<file path="config.mk">
export PLATFORM = sky130hd
export DESIGN_NAME = wb_rr_arbiter
export DESIGN_NICKNAME = d
export VERILOG_FILES = /design/src/rtl/wb_arb_pkg.sv /design/src/rtl/wb_arb_timeout.sv /design/src/rtl/wb_rr_arbiter.sv
export SDC_FILE = /design/constraint.sdc
export NUM_CORES = 1
export LEC_CHECK = 0
export ABC_AREA = 1
export BUFFER_PORTS_ARGS = -buffer_cell sky130_fd_sc_hd__buf_4
export CELL_PAD_IN_SITES_DETAIL_PLACEMENT = 0
export CELL_PAD_IN_SITES_GLOBAL_PLACEMENT = 2
export CORE_MARGIN = 4
export CORE_UTILIZATION = 17
export CTS_BUF_LIST = sky130_fd_sc_hd__clkbuf_8
export CTS_CLUSTER_DIAMETER = 40
export DETAILED_ROUTE_END_ITERATION = 7
export PLACE_DENSITY_LB_ADDON = 0.12
export SLEW_MARGIN = 20
export SYNTH_ARGS = -nofsm -noshare
export SYNTH_HDL_FRONTEND = slang
export SYNTH_HIERARCHICAL = 1
export SYNTH_SLANG_ARGS = --single-unit
export TNS_END_PERCENT = 30
</file>
<file path="constraint.sdc">
create_clock -name clk -period 5.8 [get_ports clk]
set_clock_uncertainty 0.1 [all_clocks]
set_input_delay 0.87 -clock clk [delete_from_list [all_inputs] [get_ports clk]]
set_output_delay 0.87 -clock clk [all_outputs]
set_load 0.005 [all_outputs]
</file>
<file path="src/rtl/wb_arb_pkg.sv">
// Shared types and constants for the two-master Wishbone round-robin arbiter.
package wb_arb_pkg;

  typedef enum logic [1:0] {
    S_IDLE  = 2'd0,
    S_BUSY  = 2'd1,
    S_ERR   = 2'd2,
    S_DRAIN = 2'd3
  } arb_state_e;

  localparam logic [1:0] OWN_NONE = 2'b00;
  localparam logic [1:0] OWN_M0   = 2'b01;
  localparam logic [1:0] OWN_M1   = 2'b10;

  // Width-independent part of a master request; the address travels separately.
  typedef struct packed {
    logic [31:0] dat;
    logic [3:0]  sel;
    logic        we;
    logic        cyc;
    logic        stb;
  } wb_req_t;

  // Round-robin pick: on a tie, the master that did not own the bus last wins.
  function automatic logic [1:0] rr_pick(input logic c0, input logic c1,
                                         input logic [1:0] last);
    if (c0 && c1) return (last == OWN_M0) ? OWN_M1 : OWN_M0;
    else if (c0)  return OWN_M0;
    else if (c1)  return OWN_M1;
    else          return OWN_NONE;
  endfunction

endpackage

</file>
<file path="src/rtl/wb_arb_timeout.sv">
// Bus watchdog: counts un-acked strobe cycles and flags expiry one edge early
// so the arbiter enters ERR in the cycle right after the count hits TIMEOUT.
module wb_arb_timeout #(
  parameter int TIMEOUT = 1024
) (
  input  logic       clk,
  input  logic       reset,
  input  logic       clr,
  input  logic       stb,
  input  logic       ack,
  output logic       expired,
  output logic [7:0] events
);

  localparam int CW = (TIMEOUT > 0) ? $clog2(TIMEOUT + 1) : 1;

  generate
    if (TIMEOUT > 0) begin : g_wd
      logic [CW-1:0] cnt;

      // An ack in the threshold cycle suppresses expiry.
      assign expired = stb && !ack && (cnt == CW'(TIMEOUT - 1));

      always_ff @(posedge clk or posedge reset) begin
        if (reset)                              cnt <= '0;
        else if (clr || ack)                    cnt <= '0;
        else if (stb && cnt != CW'(TIMEOUT))    cnt <= cnt + 1'b1;
      end
    end else begin : g_off
      assign expired = 1'b0;
    end
  endgenerate

  always_ff @(posedge clk or posedge reset) begin
    if (reset)                          events <= 8'd0;
    else if (expired && events != 8'hFF) events <= events + 8'd1;
  end

endmodule

</file>
<file path="src/rtl/wb_rr_arbiter.sv">
// Two-master, one-slave Wishbone classic arbiter with round-robin grant and a
// timeout watchdog that errors out a stalled owner and releases the slave.
module wb_rr_arbiter #(
  parameter int TIMEOUT = 1024,
  parameter int ADR_W   = 32
) (
  input  logic             clk,
  input  logic             reset,
  input  logic [ADR_W-1:0] m0_adr_i,
  input  logic [31:0]      m0_dat_i,
  input  logic [3:0]       m0_sel_i,
  input  logic             m0_we_i,
  input  logic             m0_cyc_i,
  input  logic             m0_stb_i,
  output logic [31:0]      m0_dat_o,
  output logic             m0_ack_o,
  output logic             m0_err_o,
  input  logic [ADR_W-1:0] m1_adr_i,
  input  logic [31:0]      m1_dat_i,
  input  logic [3:0]       m1_sel_i,
  input  logic             m1_we_i,
  input  logic             m1_cyc_i,
  input  logic             m1_stb_i,
  output logic [31:0]      m1_dat_o,
  output logic             m1_ack_o,
  output logic             m1_err_o,
  output logic [ADR_W-1:0] s_adr_o,
  output logic [31:0]      s_dat_o,
  output logic [3:0]       s_sel_o,
  output logic             s_we_o,
  output logic             s_cyc_o,
  output logic             s_stb_o,
  input  logic [31:0]      s_dat_i,
  input  logic             s_ack_i,
  output logic [1:0]       owner_o,
  output logic [7:0]       timeout_cnt_o
);
  import wb_arb_pkg::*;

  arb_state_e state, state_nx;
  logic [1:0] owner, owner_nx, last_owner, last_nx, other;
  logic [1:0][ADR_W-1:0] m_adr;
  wb_req_t [1:0] m_req;
  logic own_idx, own_cyc, oth_cyc, has_own, rel, expired, wd_clr;

  assign m_adr[0] = m0_adr_i;
  assign m_adr[1] = m1_adr_i;
  assign m_req[0] = '{dat: m0_dat_i, sel: m0_sel_i, we: m0_we_i, cyc: m0_cyc_i, stb: m0_stb_i};
  assign m_req[1] = '{dat: m1_dat_i, sel: m1_sel_i, we: m1_we_i, cyc: m1_cyc_i, stb: m1_stb_i};

  assign has_own = (owner != OWN_NONE);
  assign own_idx = owner[1];
  assign own_cyc = m_req[own_idx].cyc;
  assign oth_cyc = m_req[~own_idx].cyc;
  assign other   = (owner == OWN_M0) ? OWN_M1 : OWN_M0;

  // Slave request mux; cyc/stb are withheld outside BUSY so ERR/DRAIN free the slave.
  always_comb begin
    s_adr_o = '0;
    s_dat_o = '0;
    s_sel_o = '0;
    s_we_o  = 1'b0;
    s_cyc_o = 1'b0;
    s_stb_o = 1'b0;
    if (has_own) begin
      s_adr_o = m_adr[own_idx];
      s_dat_o = m_req[own_idx].dat;
      s_sel_o = m_req[own_idx].sel;
      s_we_o  = m_req[own_idx].we;
      if (state == S_BUSY) begin
        s_cyc_o = m_req[own_idx].cyc;
        s_stb_o = m_req[own_idx].stb;
      end
    end
  end

  assign m0_dat_o = s_dat_i;
  assign m1_dat_o = s_dat_i;
  assign m0_ack_o = (state == S_BUSY) && (owner == OWN_M0) && s_ack_i;
  assign m1_ack_o = (state == S_BUSY) && (owner == OWN_M1) && s_ack_i;
  assign m0_err_o = (state == S_ERR)  && (owner == OWN_M0);
  assign m1_err_o = (state == S_ERR)  && (owner == OWN_M1);
  assign owner_o  = owner;

  always_comb begin
    state_nx = state;
    owner_nx = owner;
    last_nx  = last_owner;
    rel      = 1'b0;
    case (state)
      S_IDLE: begin
        if (m0_cyc_i || m1_cyc_i) begin
          state_nx = S_BUSY;
          owner_nx = rr_pick(m0_cyc_i, m1_cyc_i, last_owner);
        end
      end
      S_BUSY: begin
        if (expired)       state_nx = S_ERR;
        else if (!own_cyc) rel = 1'b1;
      end
      S_ERR:   state_nx = S_DRAIN;
      S_DRAIN: rel = !own_cyc;
      default: begin
        state_nx = S_IDLE;
        owner_nx = OWN_NONE;
      end
    endcase
    // Release hands straight to a waiting master, giving back-to-back cycles.
    if (rel) begin
      last_nx = owner;
      if (oth_cyc) begin
        owner_nx = other;
        state_nx = S_BUSY;
      end else begin
        owner_nx = OWN_NONE;
        state_nx = S_IDLE;
      end
    end
  end

  always_ff @(posedge clk or posedge reset) begin
    if (reset) begin
      state      <= S_IDLE;
      owner      <= OWN_NONE;
      last_owner <= OWN_M1;
    end else begin
      state      <= state_nx;
      owner      <= owner_nx;
      last_owner <= last_nx;
    end
  end

  assign wd_clr = (state != S_BUSY) || (owner_nx != owner);

  wb_arb_timeout #(.TIMEOUT(TIMEOUT)) u_wd (
    .clk     (clk),
    .reset   (reset),
    .clr     (wd_clr),
    .stb     (s_stb_o),
    .ack     (s_ack_i),
    .expired (expired),
    .events  (timeout_cnt_o)
  );

endmodule

</file>
Word-level counts from Yosys, hierarchy flattened
Cells that the tools add are included.
{"block": "classes", "magnitude_cmp": 2, "add_sub_neg": 2, "bitwise": 1, "n_eq_ne": 13, "n_reduce_logical": 21, "n_mux": 33}
{"op": "$mux 32", "count": 4}
{"op": "$mux 39", "count": 2}
{"op": "$mux 2", "count": 14}
{"op": "$mux 11", "count": 2}
{"op": "$add 11x1->11 const B", "count": 1}
{"op": "$eq 11x10->1 const B", "count": 1}
{"op": "$logic_and 1x1->1", "count": 11}
{"op": "$ne 11x11->1 const B", "count": 1}
{"op": "$add 8x1->8 const B", "count": 1}
{"op": "$mux 1", "count": 8}
{"op": "$ne 8x8->1 const B", "count": 1}
{"op": "$eq 2x1->1 const B", "count": 3}
{"op": "$eq 2x2->1 const B", "count": 3}
{"op": "$pmux 2 s3", "count": 1}
{"op": "$lt 1x2->1 const B", "count": 2}
{"op": "$mux 4", "count": 1}
{"op": "$reduce_bool 2->1", "count": 2}
{"op": "$reduce_bool 4->1", "count": 1}
{"op": "$logic_or 1x1->1", "count": 3}
{"op": "$ne 3x2->1 const B", "count": 1}
{"op": "$ne 3x3->1 const B", "count": 1}
{"op": "$reduce_and 3->1", "count": 1}
{"op": "$logic_not 1->1", "count": 2}
{"op": "$logic_not 2->1", "count": 1}
{"op": "other kinds (4)", "count": 4}
{"block": "word_totals", "out_inout_bits": 149, "wordCells": 77, "ff_bits": 25}

Depth between registers and ports, before layout
{"block": "depth", "depth_word": 13, "depth_mapped": 25, "depth_no_buf": 25}

Hierarchy
Netlist, hierarchy kept.
{"mod": "wb_rr_arbiter", "seq_area_each_um2": 151.4, "cells_per_inst": 233, "area_each_um2": 1715.4, "instances": 1}
{"mod": "wb_arb_timeout", "seq_area_each_um2": 475.5, "cells_per_inst": 166, "area_each_um2": 1214.9, "instances": 1}

Least setup slack after synthesis
Ideal clock, no wire load.
{"block": "synth_path", "path_type": "input port to flip-flop", "startpoint": "input m1_stb_i", "endpoint": "register u_wd.g_wd.cnt[3]", "stages": 22, "path_buffers": 1, "required_ns": 5.583, "arrival_ns": 2.904, "path_slack_ns": 2.679, "cell_sequence": "nand2_1 a21oi_1 o21ai_0 inv_1 nand2_1 inv_1 nand2_1 nor3_2 inv_1 nand2_1 nand2_1 nand2_4 nand3_1 nand2_1 nand2_1 nor2_1 nand2_1 nor2_1 clkbuf_1 o21ai_0 nand2_1 nand2_1"}
{"block": "synth_between", "elab_chain_len": 13, "elab_cells_between_ends": 15, "classes_between": "1 x eq/ne; 8 x mux; 6 x reduce/logical"}
{"element": "from (decl)", "line": "wb_rr_arbiter.sv:23", "source": "input logic m1_stb_i,"}
{"element": "$mux 39 (not written as such) * (2 in series)", "line": "wb_rr_arbiter.sv:72", "source": "s_stb_o = m_req[own_idx].stb;"}
{"element": "$mux 1 *", "line": "wb_rr_arbiter.sv:70", "source": "if (state == S_BUSY) begin"}
{"element": "$mux 1 *", "line": "wb_rr_arbiter.sv:65", "source": "if (has_own) begin"}
{"element": "named net s_stb_o", "line": "wb_rr_arbiter.sv:32", "source": "output logic s_stb_o,"}
{"element": "$logic_and 1x1->1 * (2 in series)", "line": "wb_arb_timeout.sv:22", "source": "assign expired = stb && !ack && (cnt == CW'(TIMEOUT - 1));"}
{"element": "named net expired", "line": "wb_rr_arbiter.sv:44", "source": "logic own_idx, own_cyc, oth_cyc, has_own, rel, expired, wd_clr;"}
{"element": "$mux 1 *", "line": "wb_rr_arbiter.sv:98", "source": "if (expired) state_nx = S_ERR;"}
{"element": "$pmux 1 s2 *", "line": "wb_rr_arbiter.sv:90", "source": "case (state)"}
{"element": "$mux 2 *", "line": "wb_rr_arbiter.sv:109", "source": "if (rel) begin"}
{"element": "$ne 2x2->1 *", "line": "wb_rr_arbiter.sv:133", "source": "assign wd_clr = (state != S_BUSY) || (owner_nx != owner);"}
{"element": "$logic_or 1x1->1 *", "line": "wb_rr_arbiter.sv:133"}
{"element": "named net wd_clr", "line": "wb_rr_arbiter.sv:44"}
{"element": "$logic_or 1x1->1 *", "line": "wb_arb_timeout.sv:26", "source": "else if (clr || ack) cnt <= '0;"}
{"element": "$mux 11 / $reduce_bool 2->1 (equally long branches)"}
{"element": "to (signal assigned)", "line": "wb_arb_timeout.sv:27", "source": "else if (stb && cnt != CW'(TIMEOUT)) cnt <= cnt + 1'b1;"}
{"element": "to (decl)", "line": "wb_arb_timeout.sv:19", "source": "logic [CW-1:0] cnt;"}
Mark *: on every way through the listed nets, which the timed path passes. The rest lies on a longest branch. The select of a mux whose other input is x is not followed.
A chain may end at the register's enable or synchronous reset.

Final worst setup path
{"block": "layout_path", "startpoint": "register state[1]", "endpoint": "register u_wd.g_wd.cnt[10]"}
{"block": "layout_between", "elab_chain_len": 12, "elab_cells_between_ends": 18, "classes_between": "4 x eq/ne; 7 x mux; 7 x reduce/logical"}
{"element": "from (decl)", "line": "wb_rr_arbiter.sv:40", "source": "arb_state_e state, state_nx;"}
{"element": "from (signal assigned)", "line": "wb_rr_arbiter.sv:127", "source": "state <= state_nx;"}
{"element": "$eq 2x1->1 *", "line": "wb_rr_arbiter.sv:70"}
{"element": "$mux 1 *", "line": "wb_rr_arbiter.sv:70"}
{"element": "$mux 1 *", "line": "wb_rr_arbiter.sv:65"}
{"element": "$logic_and 1x1->1 * (2 in series)", "line": "wb_arb_timeout.sv:22"}
{"element": "named net expired", "line": "wb_rr_arbiter.sv:44"}
{"element": "$mux 1 *", "line": "wb_rr_arbiter.sv:98"}
{"element": "$pmux 1 s2 *", "line": "wb_rr_arbiter.sv:90"}
{"element": "$mux 2 *", "line": "wb_rr_arbiter.sv:109"}
{"element": "$ne 2x2->1 *", "line": "wb_rr_arbiter.sv:133"}
{"element": "$logic_or 1x1->1 *", "line": "wb_rr_arbiter.sv:133"}
{"element": "named net wd_clr", "line": "wb_rr_arbiter.sv:44"}
{"element": "$logic_or 1x1->1 *", "line": "wb_arb_timeout.sv:26"}
{"element": "$mux 11 / $reduce_bool 2->1 (equally long branches)"}
Mark *: on every way through the listed nets, which the timed path passes. The rest lies on a longest branch.

==> results.sh <==
export IMPL_status="complete, no violations"
export IMPL_cp_max_fo=11
export IMPL_crit_type="flop to flop"
export IMPL_syn_to_final_growth_pct=50.7
export IMPL_worst_slack_ns=1.81
export IMPL_vias=3300
export IMPL_arrival_ns=4.10
export IMPL_synth_edf_count=0
export IMPL_grt_pass1_vias=3249
export IMPL_peakVddDrop_mv=0.177
export IMPL_regArea_um2=628
export IMPL_root_buffer="clkbuf_8"
export IMPL_clk_pin_slew_ns=0.09
export IMPL_firstDrtPassIters=5
export IMPL_grt_pass1_wl_um=22100
export IMPL_ys_warn_count=6
export IMPL_drv_slew=0
export IMPL_cts_hold_buf=0
export IMPL_layout_drive_gt1_share_pct=45.7
export IMPL_vias_per_cell=4.26
export IMPL_finalInstanceArea_um2=4420
export IMPL_startpoint_type="flop"
export IMPL_cts_resized=0
export IMPL_synthesis_area_um2=2930
export IMPL_max_freq_ghz=0.251
export IMPL_post_cts_buffers=0
export IMPL_clock_latency_ns=0.27
export IMPL_pwr_density_cell_nw_per_um2=336
export IMPL_wl_per_cell_um=20.1
export IMPL_htree_levels=1
export IMPL_finalCriticalPeriod_ns=3.99
export IMPL_rsz0062_at_grt="no"
export IMPL_io_buffers=229
export IMPL_synth_flop_cell="dfrtp_1"
export IMPL_ys_top_cells_by_count="86 x nand2_1, 69 x a22o_1, 66 x buf_4, 34 x inv_1, 24 x dfrtp_1"
export IMPL_grt_max_degree=73
export IMPL_wirelength_um=15500
export IMPL_cts_tree="built"
export IMPL_syn_nets=583
export IMPL_power_mw=1.48
export IMPL_cts_buffers=3
export IMPL_postRouteAntennaNets=0
export IMPL_cts_sinks=25
export IMPL_coreArea_um2=16800
export IMPL_routabilityCongestion=0.845
export IMPL_multi_input_area_um2=1600
export IMPL_start_util_pct=17.5
export IMPL_synth_most_common_cell="nand2_1"
export IMPL_die_height_um=139
export IMPL_min_path_cells=2
export IMPL_post_dp_hpwl_um=12900
export IMPL_yosys_top_cells_area="a22o_1 21%, dfrtp_1 20%, buf_4 17%"
export IMPL_die_w_um=139
export IMPL_nFillCells=1891
export IMPL_yosys_register_bits=25
export IMPL_synth_area_per_cell_um2=7.34
export IMPL_crit_path_end_kind="flop"
export IMPL_maxCapViolCount=0
export IMPL_rows=47
export IMPL_seq_area_frac_synth_pct=21.4
export IMPL_place_area_um2=4370
export IMPL_grt_use_total_pct=14.8
export IMPL_overflow=0
export IMPL_netlist_area_leader_share_pct=20.6
export IMPL_drc=0
export IMPL_slew_limit_headroom_pct=43.8
export IMPL_fin_tns_setup_ns=0
export IMPL_n_antenna_cell=0
export IMPL_worst_slew_pin_slew_ns=0.840
export IMPL_antenna_found_initial=0
export IMPL_reg2reg_depth=24
export IMPL_synth_top_area_cell="a22o_1"
export IMPL_period_share_pct=68.7
export IMPL_p_leak_nw=2.36
export IMPL_hp_class="flop to flop"
export IMPL_hold_violations=0
export IMPL_dieArea_um2=19400
export IMPL_clockBufferDepth=2
export IMPL_ios=326
export IMPL_dpl_worst_slack_ns=1.59
export IMPL_required_ns=5.91
export IMPL_nets=739
export IMPL_synth_cells=399
export IMPL_setup_viol=0
export IMPL_synthArstFlopShare_pct=100
export IMPL_synth_cell_types=33
export IMPL_first_iter_violations=176
worst max-delay path, stage by stage, from the launching register on:
cell and delay (ns):
dfrtp_1 0.41, inv_1 0.10, ha_1 0.23, inv_1 0.12, a21oi_1 0.16, o21ai_0 0.15
inv_1 0.12, nand2_1 0.12, inv_1 0.09, nand2_1 0.08, nor3_2 0.20, inv_1 0.07
nand2_1 0.08, nand2_1 0.09, nand2_4 0.14, nand2_1 0.07, nand2_1 0.08, nor2_1 0.04
nor2_1 0.11, nand2_1 0.06, nor2_1 0.64, inv_1 0.22, nor2_4 0.29, nand2_1 0.08
nand2_1 0.07
logic make-up (layout without fill, tap and decap cells):
group,after synthesis,after routing,share of synthesized area [%]
AND/OR/NAND/NOR,156,156,25.1
buffers and inverters,116,271,24.2
AO/OA/AOI/OAI,86,86,23.7
flip-flops,25,25,21.4
XOR/XNOR,9,9,2.69
adder cells (fa/ha/maj),7,7,2.99
sequential cells by signal, summed over array words and instances (netlist names):
name,cells
u_wd/g_wd.cnt,11
u_wd/events,8
last_owner,2
owner_o,2
state,2
final timing paths:
kind,end,slack (ns),start
min in group asynchronous,state[1],0.43,reset
min reg2reg,last_owner[1],0.40,last_owner[1]
max,u_wd/g_wd.cnt[10],1.81,state[1]
max in group asynchronous,u_wd/g_wd.cnt[1],4.42,reset
min,last_owner[1],0.40,last_owner[1]
max reg2reg,u_wd/g_wd.cnt[10],1.81,state[1]
metal layers:
metal	track usage, %	routed length (µm)
met5	0	0
met4	1.54	104
met3	5.15	1370
met2	25.6	7650
met1	18.3	6420
power by group:
group / leakage [nW] / internal, mW / switching [mW] / total [mW]
clock network: 0.0269 / 0.0475 / 0.0590 / 0.106
logic: 2.00 / 0.551 / 0.598 / 1.15
registers: 0.336 / 0.200 / 0.0267 / 0.227
layout by cell type (no fill, tap or decap), drive strengths merged:
cell type,Yosys,routed
xnor2,1,1
xor2,8,8
and2,1,1
o211ai,1,1
ha,7,7
nand4,8,8
nand2,91,91
inv,36,37
nor3,5,5
nor2,24,24
clkbuf,1,3
a21oi,1,1
a22o,69,69
nand3b,2,2
nand3,24,24
dfrtp,24,24
a211oi,1,1
o21ai,14,14
buf,79,231
nor4,1,1
dfstp,1,1
per-stage QoR:
stage                     std cells  utilization, %  hold WS [ns]
after detailed placement        770            26.1         0.385
after global routing            774            26.3         0.422
after CTS                       774            26.3         0.400
after floorplan                 399               -         0.354
final                           774            26.3         0.397
after global placement          770            26.1         0.384
area by class of cell:
class                      count  share of cell area (%)
sequential                    25                    14.2
clock buffer                   3                   0.935
timing repair buffer         231                    39.3
multi-input combinational    258                    36.1
inverter                      36                    3.12
tap                          220                    6.23
clock inverter                 1                  0.0850
No activity file was read; power rests on OpenSTA's default activity.
